--- src/rtl/tcp_rt_timer.sv ---
// Per-flow TCP retransmit timer: round-robin scan of armed flows against a free-running
// timestamp, emitting a valid/ready timeout event for each flow that has aged out.
module tcp_rt_timer #(
    parameter int              MAX_FLOW_CNT      = 4,
    parameter int              FLOWID_W          = $clog2(MAX_FLOW_CNT),
    parameter int              TIMESTAMP_W       = 64,
    parameter longint unsigned RT_TIMEOUT_CYCLES = 250000000
) (
    input  logic                   clk,
    input  logic                   rst_n,
    input  logic                   set_timer_val,
    input  logic [FLOWID_W-1:0]    set_timer_flowid,
    input  logic                   set_timer_arm,
    output logic                   set_timer_rdy,
    output logic                   timeout_val,
    output logic [FLOWID_W-1:0]    timeout_flowid,
    input  logic                   timeout_rdy,
    output logic [TIMESTAMP_W-1:0] curr_time
);

    localparam logic [TIMESTAMP_W-1:0] TIMEOUT   = TIMESTAMP_W'(RT_TIMEOUT_CYCLES);
    localparam logic [FLOWID_W-1:0]    LAST_FLOW = FLOWID_W'(MAX_FLOW_CNT - 1);
    localparam logic [0:0]             ST_SCAN   = 1'b0;
    localparam logic [0:0]             ST_EXPIRE = 1'b1;

    logic [TIMESTAMP_W-1:0]  ts_q [MAX_FLOW_CNT];
    logic [MAX_FLOW_CNT-1:0] armed_q;
    logic [TIMESTAMP_W-1:0]  time_q;
    logic [FLOWID_W-1:0]     ptr_q;
    logic [FLOWID_W-1:0]     flowid_q;
    logic [0:0]              state_q;
    logic                    touched_q;
    logic                    rdy_q;

    logic                    set_acc;
    logic                    scan_hit;
    logic                    touch_now;
    logic [FLOWID_W-1:0]     ptr_next;

    // Modular subtraction keeps the age correct across timestamp wrap.
    function automatic logic is_expired(input logic                   armed,
                                        input logic [TIMESTAMP_W-1:0] now,
                                        input logic [TIMESTAMP_W-1:0] stamp);
        logic [TIMESTAMP_W-1:0] elapsed;
        elapsed = now - stamp;
        return armed && (elapsed >= TIMEOUT);
    endfunction

    always_comb begin
        set_acc   = set_timer_val && rdy_q;
        scan_hit  = (state_q == ST_SCAN) && is_expired(armed_q[ptr_q], time_q, ts_q[ptr_q]);
        // A request to the flow being reported hands ownership of its final state to the TX engine.
        touch_now = set_acc &&
                    (set_timer_flowid == ((state_q == ST_SCAN) ? ptr_q : flowid_q));
        ptr_next  = (ptr_q == LAST_FLOW) ? '0 : ptr_q + 1'b1;
    end

    always_ff @(posedge clk) begin
        if (!rst_n) begin
            time_q    <= '0;
            armed_q   <= '0;
            ptr_q     <= '0;
            flowid_q  <= '0;
            state_q   <= ST_SCAN;
            touched_q <= 1'b0;
            rdy_q     <= 1'b0;
            for (int i = 0; i < MAX_FLOW_CNT; i++) begin
                ts_q[i] <= '0;
            end
        end else begin
            time_q <= time_q + 1'b1;
            rdy_q  <= 1'b1;

            case (state_q)
                ST_SCAN: begin
                    if (scan_hit) begin
                        flowid_q  <= ptr_q;
                        touched_q <= touch_now;
                        state_q   <= ST_EXPIRE;
                    end else begin
                        ptr_q <= ptr_next;
                    end
                end
                default: begin
                    if (touch_now) begin
                        touched_q <= 1'b1;
                    end
                    if (timeout_rdy) begin
                        if (!touched_q && !touch_now) begin
                            armed_q[flowid_q] <= 1'b0;
                        end
                        touched_q <= 1'b0;
                        ptr_q     <= ptr_next;
                        state_q   <= ST_SCAN;
                    end
                end
            endcase

            if (set_acc) begin
                armed_q[set_timer_flowid] <= set_timer_arm;
                if (set_timer_arm) begin
                    ts_q[set_timer_flowid] <= time_q;
                end
            end
        end
    end

    assign set_timer_rdy  = rdy_q;
    assign timeout_val    = (state_q == ST_EXPIRE);
    assign timeout_flowid = flowid_q;
    assign curr_time      = time_q;

endmodule

--- config.mk ---
export PLATFORM = sky130hd
export DESIGN_NAME = tcp_rt_timer
export DESIGN_NICKNAME = d
export VERILOG_FILES = /design/src/rtl/tcp_rt_timer.sv
export SDC_FILE = /design/constraint.sdc
export NUM_CORES = 1
export LEC_CHECK = 0
export ABC_AREA = 1
export CORE_ASPECT_RATIO = 1.2
export CORE_MARGIN = 2
export CORE_UTILIZATION = 29
export CTS_CLUSTER_SIZE = 20
export DETAILED_ROUTE_END_ITERATION = 10
export MAX_ROUTING_LAYER = met4
export PLACE_DENSITY = 0.41
export SYNTH_ARGS = -nofsm -noshare
export SYNTH_HDL_FRONTEND = slang
export SYNTH_SLANG_ARGS = --single-unit
--- constraint.sdc ---
create_clock -name clk -period 4.5 [get_ports clk]
set_input_delay 0.9 -clock clk [delete_from_list [all_inputs] [get_ports clk]]
set_output_delay 0.9 -clock clk [all_outputs]
set_load 0.01 [all_outputs]
# Yosys cells after proc, flatten, opt, wreduce, memory -nomap -nowiden
# Memory sizes are Yosys's and may differ from the RTL's. A register that Yosys moved wholly into a read port is not among the register bits.
# Index checks and enable logic that the tools add are counted.
[classes] addsub=3 n_lt_le_gt_ge=6 eq_ne=5 n_mux=35 n_bitwise=3 n_reduce_logical=14
[op_table] op="adder 64 x 1 -> 64 bit (second input constant)" n=1
[op_table] op="greater-or-equal comparator 64 x 28 -> 1 bit (second input constant)" n=1
[op_table] op="2-to-1 mux 64 bit" n=1
[op_table] op="OR reduction 64 bit" n=1
[op_table] op="subtractor 64 bit" n=1
[op_table] op="2-to-1 mux 4 bit" n=5
[op_table] op="2-to-1 mux 1 bit" n=17
[op_table] op="2-to-1 mux 2 bit" n=8
[op_table] op="less-than comparator 2 x 3 -> 1 bit (second input constant)" n=3
[op_table] op="logical AND 1 bit" n=7
[op_table] op="AND reduction 2 bit" n=3
[op_table] op="bitwise AND 4 bit" n=1
[op_table] op="bitwise mux 4 bit" n=1
[op_table] op="demux 1 bit (select 2 bit)" n=2
[op_table] op="greater-or-equal comparator 2 x 1 -> 1 bit (second input constant)" n=2
[op_table] op="inequality test 2 bit (second input constant)" n=2
[op_table] op="inverter 4 bit" n=1
[op_table] op="inequality test 3 x 2 -> 1 bit (second input constant)" n=1
[op_table] op="adder 2 x 1 -> 2 bit (second input constant)" n=1
[op_table] op="binary-select mux 1 bit (select 2 bit)" n=1
[op_table] op="== test 2 bit" n=1
[op_table] op="== test 2 bit (second input constant)" n=1
[op_table] op="zero test 1 bit" n=2
[op_table] op="nonzero test 2 bit" n=1
[op_table] op="inverter 1 bit" n=1
[totals] reg_bits=75 ramBits=256 inputBits=7 n_memories=1
[mem_list] memory="ts_q" depth=4 word_bits=64 rd=1 rd_clocked_by_memory_dff=1 write_ports=4 line_no="26" rtl="logic [TIMESTAMP_W-1:0] ts_q [MAX_FLOW_CNT];"

# Depth between registers and ports, before layout
# Gate-level depths: netlist of the first run.
[depth] word_depth=12 ltp_mapped=31

# Worst setup path before layout of the first run
# Ideal clock, no wire load.
[synth_timing] kind="input -> register" start="input port set_timer_val" end="memory ts_q[0][0], enable pin" t_arrival_ns=2.877 path_slack_ns=0.935 path_stages=6 path_buffers=2 path_cell_list="nand2_1 > inv_1 > nand4_1 > clkbuf_1 > clkbuf_1 > nand2_1"
[synth_rtl] element="from (decl)" line_no="11" rtl="input logic set_timer_val,"
[synth_rtl] element="to (decl)" line_no="26"

==> results.sh, run 1 <==
export IMPL_status="complete, no violations"
export IMPL_rrSetupSlack_ns=0.31
export IMPL_critPathLaunchType="register"
export IMPL_maxSlewHeadroom=0.321
export IMPL_first_pass_iters=5
export IMPL_grt_use_total=0.226
export IMPL_cts_hold_buf=0
export IMPL_yosysTopAreaCell="edfxtp_1"
export IMPL_rsz0062_at_grt="false"
export IMPL_critPathKind="register to register"
export IMPL_ys_warn_count=0
export IMPL_wl_per_cell_um=20.4
export IMPL_ys_top_cells_by_area="edfxtp_1, nand2_1, inv_1, nor2_1, dfxtp_1"
export IMPL_synth_top_family_by_area="simple AND/OR/NAND/NOR gates"
export IMPL_cap_violations=0
export IMPL_clockBufferDepth=3
export IMPL_fin_hold_ws_ns=0.483
export IMPL_antenna_found_initial=3
export IMPL_drv_slew=0
export IMPL_r2r_end="timeout_flowid[1]"
export IMPL_wirelength_mm=81.0
export IMPL_synth_seq_cells=333
export IMPL_synth_xor_area_frac=0.0135
export IMPL_synth_compound_area_frac=0.0888
export IMPL_clock_latency_ns=0.57
export IMPL_cp_common_cell="nand2_1"
export IMPL_path_max_fanout=26
export IMPL_synth_yosys_seq_area_share=0.444
export IMPL_synthCells=2877
export IMPL_htreeDepth=2
export IMPL_synth_simple_area_share=0.310
export IMPL_fin_util=0.348
export IMPL_worst_slew_pin_slew_ns=1.01
export IMPL_syn_num_nets=2950
export IMPL_fin_cells=3968
export IMPL_critPathMaxStageDelay_ns=0.41
export IMPL_die_x_um=248
export IMPL_dp_cells=3893
export IMPL_fp_dieH_um=297
export IMPL_cp_arrival_ns=4.61
export IMPL_synth_adder_area_share=0.0401
export IMPL_setup_viol=0
export IMPL_ios=75
export IMPL_crit_end="timeout_flowid[1]"
export IMPL_hold_class="register to register"
export IMPL_grt_start_max_net_pins=67
export IMPL_crit_buf_inv=6
export IMPL_drt_initial_drc_count=1406
export IMPL_cts_made_buffers=40
export IMPL_synth_cell_types=45
export IMPL_totalPowerFinal_mw=11.1
export IMPL_cts_tree="yes"
export IMPL_cp_num_cells=26
export IMPL_numClockSinks=333
export IMPL_grt_pass1_wl_mm=120
export IMPL_synthMuxAreaShare=0
export IMPL_rows=107
export IMPL_cp_top_family="simple AND/OR/NAND/NOR gates"
export IMPL_viasPerCell=4.84
export IMPL_num_vias=19200
export IMPL_min_period_ns=4.19
export IMPL_fin_nets=3082
export IMPL_fin_setup_tns_ns=0
export IMPL_r2r_worst_path_cells=26
export IMPL_pwr_density_cell_mw_per_mm2=449
export IMPL_clkTransAtPathRegs_ns=0.06
export IMPL_clock_root_buffer="clkbuf_16"
export IMPL_cts_resized=0
export IMPL_post_cts_setup_buffers=0
export IMPL_drc=0
export IMPL_p_leak_nw=10.4
export IMPL_initial_core_util=0.293
export IMPL_io_buffers=74
export IMPL_finalClockSkew_ns=0.0209
export IMPL_synthToLayoutAreaGrowth_pct=18.8
export IMPL_synthDominantCellAreaShare=0.370
export IMPL_final_hold_viol_count=0
export IMPL_synth_area_per_cell_um2=7.22
export IMPL_globalplace_congestion=0.937
export IMPL_grt_overflow=0
export IMPL_crit_slowest_cell="dfxtp_1"
export IMPL_drive_gt1_frac=0.0625
export IMPL_crit_required_ns=4.93
export IMPL_grt_pass1_vias=19200
export IMPL_timing_final_crit_share=0.930
export IMPL_clock_fmax_ghz=0.239
export IMPL_netlist_area_mm2=0.0208
export IMPL_dpl_hpwl_mm=61.6
export IMPL_core_area_mm2=0.0710
export IMPL_die_area_mm2=0.0738
export IMPL_ir_worst_vdd_uv=256
export IMPL_ant_nets=0
export IMPL_endpoint_kind="register"
sequential cells by signal, indices dropped and copies added, names as in the netlist, named ones only:
signal          flops
set_timer_rdy       1
curr_time          64
timeout_flowid      2
armed_q             4
ptr_q               2
timeout_val         1
ts_q              256
touched_q           1
layout make-up:
class,count,area (um2)
inverter,493,1880
sequential,333,9230
clock buffer,59,1150
multi-input combinational,1975,9460
tap,926,1160
clock inverter,15,189
fill,7652,46300
antenna,1,2.50
timing repair buffer,166,1600
power breakdown:
part | switching, mW | leakage, nW | internal [mW]
Sequential | 0.0675 | 3.34 | 3.41
Combinational | 2.80 | 6.41 | 1.46
Clock | 1.34 | 0.653 | 2.01
worst min path at each step:
stage | from | slack, ns | to | cells past startpoint
after floorplan | touched_q | 0.45 | touched_q | 2
after global placement | touched_q | 0.46 | touched_q | 2
after detailed placement | touched_q | 0.47 | touched_q | 2
after CTS | touched_q | 0.48 | touched_q | 2
after global routing | touched_q | 0.50 | touched_q | 2
final | touched_q | 0.48 | touched_q | 2
Yosys cell counts (all sizes together):
cell	n
nor2	451
o22a	1
inv	491
o21ai	52
nor4	18
a32oi	1
edfxtp	256
nand3	79
nand3b	20
fa	1
o41ai	1
nand4	29
o21bai	4
o22ai	2
a211oi	1
a221oi	1
buf	14
a21oi	159
o311ai	4
and2	7
xor2	20
a31oi	2
and3	5
a21o	1
a32o	61
xnor2	12
nor3b	2
nand2	910
clkbuf	62
dfxtp	77
o21a	5
nor3	58
clkinv	2
or2	3
ha	65
per-layer routing:
layer / up-vias / routed length (um) / global-route usage / part of all wire
met2: 455 / 38100 / 0.363 / 0.47
li1: 9461 / - / - / -
met1: 9182 / 37500 / 0.301 / 0.46
met4: 0 / 2130 / 0.0614 / 0.026
met3: 92 / 3290 / 0.0231 / 0.041
met5: - / 0 / - / 0
layout by cell type (no fill, tap or decap), drive strengths merged, types with 2 or more instances in the layout:
master and n:
o21a 5, clkdlybuf4s50 73, a31oi 2, nand3 79, dfxtp 77, nor2 451, inv 492, nor3b 2
buf 93, xnor2 12, o21ai 52, nand4 29, and2 7, o22ai 2, bufinv 5, xor2 20
nor4 18, ha 65, clkbuf 59, a32o 61, o21bai 4, o311ai 4, or2 3, clkinv 10
a21oi 159, and3 5, edfxtp 256, nand3b 20, nand2 910, nor3 58
cell families after synthesis:
group | after synthesis
AO/OA/AOI/OAI | 295
XOR/XNOR | 32
adder cells (fa/ha/maj) | 66
buffers and inverters | 569
flip-flops | 333
AND/OR/NAND/NOR | 1582
through the flow:
step	worst slack [ns]	area, um2
floorplan	0.935	20800
global placement	0.0886	23300
detailed placement	0.110	23300
CTS	0.0968	24600
global route	0.00448	24700
finish	0.313	24700
tightest hold or removal path: stages, from the launching register on:
cell	delay (ns)
dfxtp_1	0.31
nand4_1	0.08
nand2_1	0.05
(Power assumes the default switching activity.)
==> run 2, diff against run 1 <==
--- a/config.mk
+++ b/config.mk
@@ -6,7 +6,7 @@
 export NUM_CORES = 1
 export LEC_CHECK = 0
 export ABC_AREA = 1
-export CORE_ASPECT_RATIO = 1.2
+export CORE_ASPECT_RATIO = 1.1
 export CORE_MARGIN = 2
 export CORE_UTILIZATION = 29
 export CTS_CLUSTER_SIZE = 20
==> run 2 against run 1 <==
Effect of this change:
- clock skew grew 0.0022 ns
- first-iteration DRC count shrank 3.1%
- wire length shrank 0.87%
- register-to-register slack is essentially flat
- critical path type unchanged
==> results.sh, run 2 (synthesized netlist as in run 1, its figures left out) <==
export IMPL_status="complete, no violations"
export IMPL_pwr_density_cell_mw_per_mm2=447
export IMPL_clock_latency_ns=0.58
export IMPL_drt_initial_drc_count=1362
export IMPL_ios=75
export IMPL_totalPowerFinal_mw=11.1
export IMPL_hold_class="register to register"
export IMPL_synthToLayoutAreaGrowth_pct=19.4
export IMPL_grt_pass1_wl_mm=121
export IMPL_clockBufferDepth=3
export IMPL_grt_pass1_vias=19000
export IMPL_drive_gt1_frac=0.0741
export IMPL_netSwitchingPower_mw=4.25
export IMPL_initial_core_util=0.294
export IMPL_p_sw_frac=0.383
export IMPL_final_hold_viol_count=0
export IMPL_cts_tree="yes"
export IMPL_numClockSinks=333
export IMPL_power_share_sequential=0.314
export IMPL_dp_cells=3925
export IMPL_largest_register_ffs=256
export IMPL_fp_dieH_um=285
export IMPL_wl_per_cell_um=20.1
export IMPL_fin_cells=3999
export IMPL_critPathLaunchType="register"
export IMPL_antenna_found_initial=0
export IMPL_crit_required_ns=4.95
export IMPL_grt_overflow=0
export IMPL_die_x_um=259
export IMPL_clock_fmax_ghz=0.239
export IMPL_critPathKind="register to register"
export IMPL_first_pass_iters=5
export IMPL_fin_util=0.351
export IMPL_p_comb_frac=0.391
export IMPL_worst_slew_pin_slew_ns=0.968
export IMPL_drv_slew=0
export IMPL_io_buffers=74
export IMPL_die_area_mm2=0.0738
export IMPL_clkTransAtPathRegs_ns=0.06
export IMPL_endpoint_kind="register"
export IMPL_ant_nets=0
export IMPL_viasPerCell=4.80
export IMPL_fin_hold_ws_ns=0.476
export IMPL_globalplace_congestion=0.973
export IMPL_drc=0
export IMPL_ir_worst_vdd_uv=226
export IMPL_fin_nets=3104
export IMPL_clock_root_buffer="clkbuf_16"
export IMPL_rows=102
export IMPL_path_max_fanout=28
export IMPL_core_area_mm2=0.0706
export IMPL_diodes=0
export IMPL_dpl_cell_area_mm2=0.0234
export IMPL_dpl_hpwl_mm=61.9
export IMPL_finalClockSkew_ns=0.0231
export IMPL_maxSlewHeadroom=0.349
export IMPL_num_vias=19200
export IMPL_grt_start_max_net_pins=56
export IMPL_top_register="ts_q"
export IMPL_grt_use_total=0.224
export IMPL_cap_violations=0
export IMPL_p_leak_nw=10.5
export IMPL_min_period_ns=4.19
export IMPL_cp_arrival_ns=4.64
export IMPL_cts_hold_buf=0
export IMPL_layout_common_cells="nand2_1, inv_1, nor2_1"
export IMPL_fin_area_mm2=0.0248
export IMPL_cts_made_buffers=40
export IMPL_final_common_cell="nand2_1"
export IMPL_wirelength_mm=80.3
export IMPL_p_int_mw=6.84
export IMPL_timing_final_crit_share=0.931
export IMPL_setup_viol=0
export IMPL_htreeDepth=2
export IMPL_p_clk_frac=0.295
-- run 2: changes by cell type in the layout (fill, tap and decap cells not counted), sizes merged --
cell and change:
clkinv +6, inv +1, clkbuf -6, diode -1, buf +22, bufinv -2, clkinvlp +1
-- run 2: critical path, cell delays in order (launching register included) --
cell      delay [ns]
dfxtp_2         0.40
clkinv_8        0.17
buf_4           0.21
buf_4           0.17
a32o_1          0.35
ha_1            0.49
nand2_1         0.15
nor2_1          0.26
inv_1           0.09
nor3_1          0.30
and2_1          0.18
nand2_1         0.07
nand3_1         0.09
nand2_1         0.05
inv_1           0.05
nand2_1         0.05
nor2_1          0.14
nand2_1         0.11
nor2_1          0.14
nand3_2         0.16
nand3_2         0.12
buf_4           0.13
nand2_1         0.04
o21ai_0         0.06
nor2_1          0.06
-- run 2: worst paths after layout --
path / startpoint / endpoint / slack [ns] / cells after the start
hold reg to reg: touched_q / touched_q / 0.48 / 2
hold / removal: touched_q / touched_q / 0.48 / 2
setup reg to reg: register / timeout_flowid[1] / 0.31 / 24
setup / recovery: register / timeout_flowid[1] / 0.31 / 24
-- run 2: metal layers --
layer  global-route usage  up-vias  part of all wire
li1                     -     9490                 -
met3               0.0199       93             0.038
met2                0.362      425              0.47
met5                    -        -                 0
met1                0.301     9202              0.47
met4               0.0580        0             0.024
-- run 2: metrics by stage --
step                setup WS, ns  setup TNS [ns]
floorplan                  0.935               0
global placement         -0.0890          -0.278
detailed placement       -0.0228         -0.0798
CTS                      0.00844               0
global route            -0.00157        -0.00157
finish                     0.312               0
-- run 2: what timing repair did --
action,CTS,global route
gates resized for setup,1,23
setup endpoints to repair,5,8
hold endpoints to repair,0,0
setup buffers,0,0
-- run 2: final cells by class --
cell class | count | area [um2]
Fill cell | 7554 | 45800
Clock inverter | 21 | 191
Sequential cell | 333 | 9230
Clock buffer | 53 | 1110
Inverter | 493 | 1870
Tap cell | 936 | 1170
Multi-Input combinational cell | 1975 | 9500
Timing Repair Buffer | 188 | 1720
-- run 2: power by group through the flow --
stage / Sequential (mW) / Clock, mW / Combinational [mW]
after floorplan: 3.52 / 0 / 2.56
after global placement: 3.54 / 0 / 4.29
after detailed placement: 3.54 / 0 / 4.27
after CTS: 3.48 / 3.36 / 4.29
after global routing: 3.50 / 3.47 / 4.77
final: 3.49 / 3.28 / 4.33
==> RTL edit 1, RTL diff (config.mk and constraints of run 2) <==
The parameter `TIMESTAMP_W` goes from 64 to 68.
--- a/src/rtl/tcp_rt_timer.sv
+++ b/src/rtl/tcp_rt_timer.sv
@@ -4,5 +4,5 @@
     parameter int              MAX_FLOW_CNT      = 4,
     parameter int              FLOWID_W          = $clog2(MAX_FLOW_CNT),
-    parameter int              TIMESTAMP_W       = 64,
+    parameter int              TIMESTAMP_W       = 68,
     parameter longint unsigned RT_TIMEOUT_CYCLES = 250000000
 ) (
Interface: changed (resized curr_time); port bits go from 75 to 79. The function was not compared with the original's and may differ.
==> RTL edit 1 against run 2 <==
- total power is 3.9% higher
- critical path type unchanged
- design area is 5.7% higher
- highest routed layer unchanged
- fmax is 1.2% lower
- area after synthesis is 6.6% higher
- sequential cell count is 20 higher
- largest cell class unchanged
- routed wire length is 9.4% higher
- die area is 6.5% higher
- largest power group unchanged
- critical endpoint is now ptr_q[0]
- setup slack worse by 0.053 ns
==> RTL edit 1: results (changes against run 2) <==
Status = finished, final reports clean
Via-per-instance ratio = 4.84 (+0.83%)
Sequential area share after synthesis = 44.2% (-0.23 points)
Maximum vdd drop = 0.000317 V (+40%)
Post-layout net count = 3257 (+4.9%)
Fill count = 8242 (+9.1%)
Slew HR = 24.2% (-11 points)
Clock Buffer Count = 61 (+15%)
Non-clock buffering overhead = 6.31% (-0.64 points)
Flops & latches, synth = 353 (+6.0%)
Power Sequential = 0.00370 W (+6.0%)
Sequential cell area = 0.00979 sq mm (+6.1%)
Crit path largest cell delay = 0.46 ns (-0.03 ns)
Port Buffers = 78 (+5.4%)
Total chip power = 0.0115 W (+3.9%)
CTS buffer count = 42 (+5.0%)
Vias post-DR = 20531 (+6.9%)
RD Place Congestion = 0.955 (-1.9%)
Clock buf/inv share = 4.92% (-0.33 points)
Wirelength per Cell = 20.7 um (+3.2%)
Multi-input gates = 2136 (+8.2%)
Drt first-iter violations = 1695 (+24%)
Psw = 0.00452 W (+6.3%)
Largest register FFs = 272 (+6.3%)
First-pass GRT wire length = 131 mm (+9.0%)
Largest net degree at the start of global routing = 70 (+25%)
Xor/xnor share of the synthesized area = 0.712% (-0.64 points)
Yosys cell types = 52 (+16%)
Area contributors post-synth = edfxtp_1, nand2_1, nor2_1, inv_1, dfxtp_1
Number of synthesized flops with an enable pin = 272 (+6.3%)
Avg Cell Area, Syn = 7.27 sq um (+0.73%)
Placed instance area = 0.0248 sq mm (+6.0%)
Clock skew = 0.0150 ns (-0.00816 ns)
Logic power comb = 0.00452 W (+4%)
Inverters = 476 (-3.4%)
Syn Nets = 3122 (+5.8%)
Top cells by count, synth = nand2_1, nor2_1, inv_1
Placed insts = 4161 (+6.0%)
Buffers excl. clock = 171 (-9.0%)
Area of the multi-input gates = 0.0104 sq mm (+9.3%)
PostCTS Resize Cnt = 4 (+3)
P_leak = 10.8 nW (+2.8%)
-- RTL edit 1: cell count changes in the layout (fill, tap and decap cells not counted), moves of 16 or more --
cell	change
nor2_1	+44
nand2_1	+43
buf_4	-26
nand3_1	+22
a21oi_1	+20
inv_1	-17
edfxtp_1	+16
-- RTL edit 1: path summary, 6_finish.rpt --
| path | cells after the start | slack [ns] | to |
|---|---|---|---|
| worst max-delay path | 25 | 0.26 | ptr_q[0] |
| worst min-delay path | 2 | 0.51 | touched_q |
| worst max register to register | 25 | 0.26 | ptr_q[0] |
| worst min register to register | 2 | 0.51 | touched_q |
-- RTL edit 1: routing by layer --
layer,track usage (%),share of wire [%]
met1,30.7,46
met2,37.3,47
met3,2.81,4.9
met4,5.91,2.5
met5,-,0
-- RTL edit 1: per-stage QoR --
step / hold slack [ns] / worst slack [ns]
floorplan: 0.453 / 0.925
global placement: 0.476 / -0.343
detailed placement: 0.500 / -0.343
CTS: 0.515 / 0.0634
global route: 0.551 / -0.0109
finish: 0.508 / 0.259
==> RTL edit 2, RTL diff (flow settings as in run 2) <==
Without the edit above. Register the output `timeout_val`; this adds one clock of latency there. The other outputs are not delayed to match.
--- a/src/rtl/tcp_rt_timer.sv
+++ b/src/rtl/tcp_rt_timer.sv
@@ -107,5 +107,7 @@
 
     assign set_timer_rdy  = rdy_q;
-    assign timeout_val    = (state_q == ST_EXPIRE);
+    always_ff @(posedge clk) begin
+        timeout_val <= (state_q == ST_EXPIRE);
+    end
     assign timeout_flowid = flowid_q;
     assign curr_time      = time_q;
Function: no difference found for any inputs over 10 cycles, from zero or initial values and one cycle with rst_n low; that may be too few to reach the edited logic, so the function may still have changed.
==> RTL edit 2 against run 2 <==
- setup slack lost 0.069 ns
- design area shrank 0.57%
- total power shrank 0.22%
- sequential cell count grew 1
- clock skew shrank 0.0090 ns
- sequential power is essentially flat
- area after synthesis grew 0.16%
- routed wire length shrank 0.96%
==> RTL edit 2: results (changes against run 2) <==
Status = finished, final reports clean
Slowest-stage cell, CP = dfxtp_1
Fill count = 7596 (+0.56%)
Sink of the worst hold path = timeout_val
Drt first-iter violations = 1504 (+10%)
Synthesized-area fraction occupied by adder cells = 4.01% (-0.0065 points)
Crit-path max FO = 36 (+29%)
Largest net degree at the start of global routing = 66 (+18%)
Non-Filler Instances = 3970 (-0.73%)
Logic power comb = 0.00426 W (-2%)
Crit share post-route = 94.6% (+1.5 points)
Top cells by count, synth = nand2_1, inv_1, nor2_1
Internal cell power = 0.00684 W (about the same)
Post-Place Setup Slack = 0.128 ns (+0.150 ns)
Worst-skew pair later-pin latency = 0.56 ns (-0.02 ns)
Combinational power share = 38.5% (-0.6 points)
Syn Inst Count = 2884 (+0.24%)
Worst reg-to-reg setup slack = 0.24 ns (-0.07 ns)
Hold slack = 0.483 ns (+0.00710 ns)
Initial antenna violation count = 1 (+1)
Clock skew = 0.0141 ns (-0.00904 ns)
Vias in the first global route = 19064 (+0.48%)
Via-per-instance ratio = 4.80 (about the same)
Drt pass-1 iters = 8 (+3)
Crit path DAT = 4.69 ns (+0.05 ns)
Share of cells above drive strength 1 = 6.16% (-1.2 points)
Total track usage = 22.1% (-0.35 points)
Cells on Worst Hold Path = 0 (-2)
RD Place Congestion = 0.961 (-1.2%)
RTL edit 2: cell types whose count changed after synthesis, moves of 2 or more:
cell,before,now
nor2_1,443,445
or2_2,3,1
nand2_1,907,911
inv_1,488,490
buf_1,14,10
clkbuf_1,62,66
RTL edit 2: layout make-up:
| cell class | instances | area (sq um) | area share [%] |
|---|---|---|---|
| clock buffers | 51 | 1070 | 4.35 |
| clock inverters | 20 | 235 | 0.954 |
| inverters | 496 | 1870 | 7.58 |
| multi-input cells | 1978 | 9490 | 38.5 |
| flip-flops and latches | 334 | 9250 | 37.5 |
| well taps | 936 | 1170 | 4.75 |
| repair buffers | 155 | 1570 | 6.36 |
RTL edit 2: per-layer routing:
metal  routed length, um  track usage, %  share of wire, %
met2               36800            35.0                46
met1               36600            29.2                46
met3                3880            3.16               4.9
met5                   0               -                 0
met4                2210            6.14               2.8
